### src/rtl/ej32_div.sv
// ----------------------------------------------------------------------------
// ej32_div
//   Multi-cycle signed integer divider for the eJ32 arithmetic unit
//   (idiv / irem).
//   Algorithm: restoring shift-subtract on operand magnitudes, one quotient
//   bit per clock. Signs are applied at the end, so results truncate toward
//   zero (Java semantics).
//
// Handshake:
//   - While idle, div_en is sampled on a rising edge. If it is high, that
//     edge is the start edge and dvd/dvs are latched.
//   - div_bsy is a flop. It rises after the start edge and stays high for
//     exactly DSZ+1 cycles.
//   - div_done pulses for one cycle on the first cycle that div_bsy is low.
//     div_q, div_r and div_dz become valid in that cycle and hold until the
//     next completion.
//   - div_en is ignored while an operation is running.
//   - div_en asserted in the div_done cycle starts the next operation.
//
// Ports:
//   clk       system clock, rising edge
//   rst       asynchronous reset, active low
//   div_en    start request (sampled only while idle)
//   dvd       dividend (NOS), signed
//   dvs       divisor  (TOS), signed
//   div_bsy   operation in progress
//   div_done  one-cycle completion pulse
//   div_q     quotient, signed
//   div_r     remainder, signed
//   div_dz    last completed operation was a divide by zero
//   dbg_state current FSM state, for observation only
// ----------------------------------------------------------------------------
module ej32_div #(
    parameter int DSZ = 32
) (
    input  logic           clk,
    input  logic           rst,
    input  logic           div_en,
    input  logic [DSZ-1:0] dvd,
    input  logic [DSZ-1:0] dvs,
    output logic           div_bsy,
    output logic           div_done,
    output logic [DSZ-1:0] div_q,
    output logic [DSZ-1:0] div_r,
    output logic           div_dz,
    output logic [1:0]     dbg_state
);

    localparam logic [1:0] S_IDLE = 2'd0;
    localparam logic [1:0] S_CALC = 2'd1;
    localparam logic [1:0] S_FIX  = 2'd2;

    localparam int CW = $clog2(DSZ);
    localparam logic [CW-1:0] CNT_LAST = CW'(DSZ - 1);

    logic [1:0]     state;
    logic [CW-1:0]  count;
    logic [DSZ-1:0] quo;        // dividend magnitude shifting out, quotient shifting in
    logic [DSZ-1:0] dvs_mag;
    logic [DSZ-1:0] rem;        // partial remainder, always < divisor magnitude (or <= |dvd| when dz)
    logic           sign_q;
    logic           sign_r;
    logic           dz;

    logic [DSZ-1:0] dvd_mag_in;
    logic [DSZ-1:0] dvs_mag_in;
    logic [DSZ:0]   rem_sh;
    logic [DSZ:0]   trial;
    logic           trial_ok;
    logic [DSZ-1:0] q_fix;
    logic [DSZ-1:0] r_fix;

    // Negating the most-negative value wraps back to 0x80..0.
    // Read as unsigned, that is 2^(DSZ-1), which is the correct magnitude.
    assign dvd_mag_in = dvd[DSZ-1] ? -dvd : dvd;
    assign dvs_mag_in = dvs[DSZ-1] ? -dvs : dvs;

    // The shifted remainder needs one extra bit, because it can reach 2^DSZ-1.
    assign rem_sh   = {rem, quo[DSZ-1]};
    assign trial    = rem_sh - {1'b0, dvs_mag};
    assign trial_ok = ~trial[DSZ];

    // With a zero divisor every trial succeeds, so the remainder ends up
    // equal to |dvd|. After sign correction it equals the raw dividend.
    // Only the quotient needs forcing to all ones.
    assign q_fix = dz ? '1 : (sign_q ? -quo : quo);
    assign r_fix = sign_r ? -rem : rem;

    assign dbg_state = state;

    always_ff @(posedge clk or negedge rst) begin
        if (!rst) begin
            state    <= S_IDLE;
            count    <= '0;
            quo      <= '0;
            dvs_mag  <= '0;
            rem      <= '0;
            sign_q   <= 1'b0;
            sign_r   <= 1'b0;
            dz       <= 1'b0;
            div_bsy  <= 1'b0;
            div_done <= 1'b0;
            div_q    <= '0;
            div_r    <= '0;
            div_dz   <= 1'b0;
        end else begin
            div_done <= 1'b0;
            case (state)
                S_IDLE: begin
                    if (div_en) begin
                        quo     <= dvd_mag_in;
                        dvs_mag <= dvs_mag_in;
                        rem     <= '0;
                        sign_q  <= dvd[DSZ-1] ^ dvs[DSZ-1];
                        sign_r  <= dvd[DSZ-1];
                        dz      <= (dvs == '0);
                        count   <= CNT_LAST;
                        div_bsy <= 1'b1;
                        state   <= S_CALC;
                    end
                end
                S_CALC: begin
                    rem   <= trial_ok ? trial[DSZ-1:0] : rem_sh[DSZ-1:0];
                    quo   <= {quo[DSZ-2:0], trial_ok};
                    count <= count - 1'b1;
                    if (count == '0) begin
                        state <= S_FIX;
                    end
                end
                S_FIX: begin
                    div_q    <= q_fix;
                    div_r    <= r_fix;
                    div_dz   <= dz;
                    div_bsy  <= 1'b0;
                    div_done <= 1'b1;
                    state    <= S_IDLE;
                end
                default: begin
                    state <= S_IDLE;
                end
            endcase
        end
    end

endmodule

### config.mk
export PLATFORM = sky130hd
export DESIGN_NAME = ej32_div
export DESIGN_NICKNAME = d
export VERILOG_FILES = /design/src/rtl/ej32_div.sv
export SDC_FILE = /design/constraint.sdc
export NUM_CORES = 1
export LEC_CHECK = 0
export ABC_AREA = 1
export CORE_MARGIN = 3
export CORE_UTILIZATION = 39
export CTS_BUF_LIST = sky130_fd_sc_hd__clkbuf_16
export DETAILED_ROUTE_END_ITERATION = 16
export GPL_ROUTABILITY_DRIVEN = 0
export SYNTH_ARGS = -nofsm -noshare
export SYNTH_HDL_FRONTEND = slang
export SYNTH_SLANG_ARGS = --single-unit
### constraint.sdc
create_clock -name clk -period 3.8 [get_ports clk]
set_input_delay 0.57 -clock clk [delete_from_list [all_inputs] [get_ports clk]]
set_output_delay 0.57 -clock clk [all_outputs]
set_load 0.05 [all_outputs]
==> results.sh <==
export IMPL_pwr_share_comb=0.610
export IMPL_core_um2=32620
export IMPL_synth_distinct_cells=46
export IMPL_yosysSeqAreaShare=0.3341
export IMPL_setup_violations=0
export IMPL_synth_flop_cell="dfrtp_1"
export IMPL_status="completed"
export IMPL_post_route_drc_count=0
export IMPL_leakagePower_uw=0.007434
export IMPL_syn_nets=2095
export IMPL_dpl_worst_slack_ns=1.056
export IMPL_overflow=0
export IMPL_nFillCells=3444
export IMPL_start_util=0.3972
export IMPL_worstPathArrival_ns=3.01
export IMPL_antenna_left=0
export IMPL_fmax_mhz=372.9
export IMPL_p_sw_frac=0.5318
export IMPL_synth_area_leader_cell="dfrtp_1"
export IMPL_cts_root_buf="clkbuf_16"
export IMPL_post_drt_wl_per_cell_um=15.29
export IMPL_internal_power_uw=6149
export IMPL_cts_tree="built"
export IMPL_wirelength_um=39020
export IMPL_drtIter0Drc=1133
export IMPL_n_antenna_cell=0
export IMPL_r2r_slack_ns=1.12
export IMPL_worstSetupPathType="register to register"
export IMPL_regToRegEndpoint="rem[17]"
export IMPL_hold_buffers=0
export IMPL_multi_input_comb_area_um2=7365
export IMPL_final_setup_worst_slack_ns=1.118
export IMPL_drive_gt1_frac=0.03886
export IMPL_pin_count=136
export IMPL_numCtsBuffers=17
export IMPL_crit_required_ns=4.13
export IMPL_viasPerCell=5.065
export IMPL_synth_seq_cells=173
export IMPL_tns_ns=0
export IMPL_async_flop_share=1.000
export IMPL_r2r_start="quo[31]"
export IMPL_synth_top_cells_by_area="dfrtp_1 33%, nand2_1 18%, inv_1 7.7%, nand3_1 7.1%, nor2_1 6.4%"
export IMPL_mostFrequentLayoutCells="609 x nand2_1, 266 x inv_1, 220 x nor2_1"
export IMPL_skew_ns=0.01284
export IMPL_cts_sinks=173
export IMPL_rr_worst_depth=17
export IMPL_vdd_ir_drop_max_mv=0.4479
export IMPL_seqPwrFrac=0.256
export IMPL_areaGrowthSynthToFinish_pct=18.02
export IMPL_synthAdderAreaFrac=0.03824
export IMPL_period_minus_slack_ns=2.682
export IMPL_endpoint_kind="register"
export IMPL_synth_compound_area_frac=0.1107
export IMPL_antenna_found_initial=0
export IMPL_syn_inst=1989
export IMPL_die_area_um2=35440
export IMPL_drv_cap=0
export IMPL_slew_limit_headroom=0.4642
export IMPL_netlist_area_leader_share=0.3341
export IMPL_synth_top_family_by_area="simple AND/OR/NAND/NOR gates"
export IMPL_path_clk_slew_ns=0.08
export IMPL_power_density_nw_per_um2=858.9
export IMPL_synth_simple_area_share=0.3656
export IMPL_post_cts_setup_buffers=0
export IMPL_finalMaxSlewViolations=0
export IMPL_start_kind="register"
export IMPL_synth_avg_cell_area_um2=6.514
export IMPL_row_count=66
export IMPL_hpwl_um=30580
export IMPL_cts_resized=0
export IMPL_power_frac_clock=0.134
export IMPL_p_switching_uw=6984
export IMPL_cts_buffer_depth=2
export IMPL_num_vias=12930
export IMPL_crit_start="quo[31]"
export IMPL_htree_num_levels=4
export IMPL_grt_pass1_wl_um=62820
export IMPL_synth_area_um2=12960
export IMPL_ys_warn_count=0
export IMPL_drt_pass1_iter_count=8
export IMPL_grt_pass1_vias=11900
export IMPL_synthMuxAreaShare=0
export IMPL_worstPathMaxFanout=20
export IMPL_final_nets=2203
export IMPL_synth_edff_count=0
export IMPL_grt_usage=0.2193
export IMPL_rsz0062_at_grt="no"
export IMPL_die_h_um=188.3
export IMPL_hold_path_class="input pin to async pin"
export IMPL_hold_viol_final=0
export IMPL_final_common_cell="nand2_1"
export IMPL_worstMarginPinSlew_ns=0.8037
export IMPL_grt_max_degree=70
export IMPL_io_buffer_count=135
export IMPL_clk_latency_ns=0.45
export IMPL_die_x_um=188.3
export IMPL_period_share=0.7057
export IMPL_register_area_um2=4329
export IMPL_synth_xor_area_share=0.05273
==> registers in the layout (all words and copies together), names as in the netlist <==
name / flops
count: 5
dbg_state: 2
div_bsy: 1
div_done: 1
div_dz: 1
div_q: 32
div_r: 32
dvs_mag: 32
dz: 1
quo: 32
rem: 32
sign_q: 1
sign_r: 1
==> routing by layer <==
layer	track usage	vias to the layer above	wire length (µm)
li1	-	6581	-
met1	0.3482	5916	20340
met2	0.3137	397	15730
met3	0.02567	31	2394
met4	0.05426	0	554
met5	0	-	0
==> metrics by stage <==
stage	hold slack [ns]	cell area, µm²	total power [µW]	std cells	utilization
after detailed placement	0.4622	14730	11230	2520	0.4516
after CTS	0.005299	15290	13020	2552	0.4688
after global routing	0.01824	15290	14440	2552	0.4688
after floorplan	0.2744	12960	9136	1989	-
after global placement	0.4575	14730	11140	2520	0.4516
final	0.007138	15290	13130	2552	0.4688
==> critical path, cell delays in order (launching register included) <==
cell and delay [ns]:
dfrtp_1 0.37, inv_1 0.12, ha_1 0.25, fa_1 0.40, inv_1 0.11, nand2_1 0.06
nand2_1 0.09, nand3_1 0.09, nand2_2 0.11, nand2_2 0.06, nand2_2 0.08, nand2_4 0.08
nand2_4 0.09, nand2_4 0.14, nand2_4 0.24, nand2_1 0.10, nand3_1 0.08, nand2_1 0.07
==> final cells by class <==
| type | instances | area share |
|---|---|---|
| clock buffer | 17 | 0.02782 |
| tap | 442 | 0.03617 |
| multi-input combinational | 1485 | 0.4816 |
| inverter | 272 | 0.06677 |
| clock inverter | 15 | 0.008837 |
| sequential | 173 | 0.2831 |
| timing repair buffer | 148 | 0.09565 |
==> synthesized netlist by cell type (6+ instances only) <==
cell type and number:
nand2_1 610, inv_1 265, nor2_1 221, nand3_1 183, dfrtp_1 173, o21ai_0 125
xor2_1 62, clkbuf_1 43, ha_1 38, a21oi_1 33, a22oi_1 29, nand4_1 25
nor3_1 22, a31oi_1 21, nand3b_1 18, xnor2_1 16, buf_1 8, nor2_2 8
or2_2 8, o211ai_1 7, o22ai_1 7, o21ai_1 6
==> worst max-delay path by stage <==
| stage | end | cells past startpoint |
|---|---|---|
| 3_3_place_gp | dvs_mag[30] | 10 |
| 2_1_floorplan | rem[19] | 16 |
| 3_5_place_dp | quo[26] | 12 |
| 5_1_grt | rem[3] | 17 |
| 6_report | rem[17] | 17 |
| 4_1_cts | rem[17] | 17 |
==> cell families after synthesis <==
kind of cell	Yosys count
flops	173
fa+ha+maj	39
buf+inv	331
compound gates	248
simple gates	1120
xor+xnor	78
==> power groups by stage <==
stage | Clock (µW) | Combinational [µW] | Sequential [µW]
6_report | 1750 | 8010 | 3370
5_1_grt | 1850 | 9140 | 3440
4_1_cts | 1780 | 7920 | 3320
3_5_place_dp | 0 | 7870 | 3360
3_3_place_gp | 0 | 7810 | 3340
2_1_floorplan | 0 | 6130 | 3000
(Power assumes the default switching activity.)
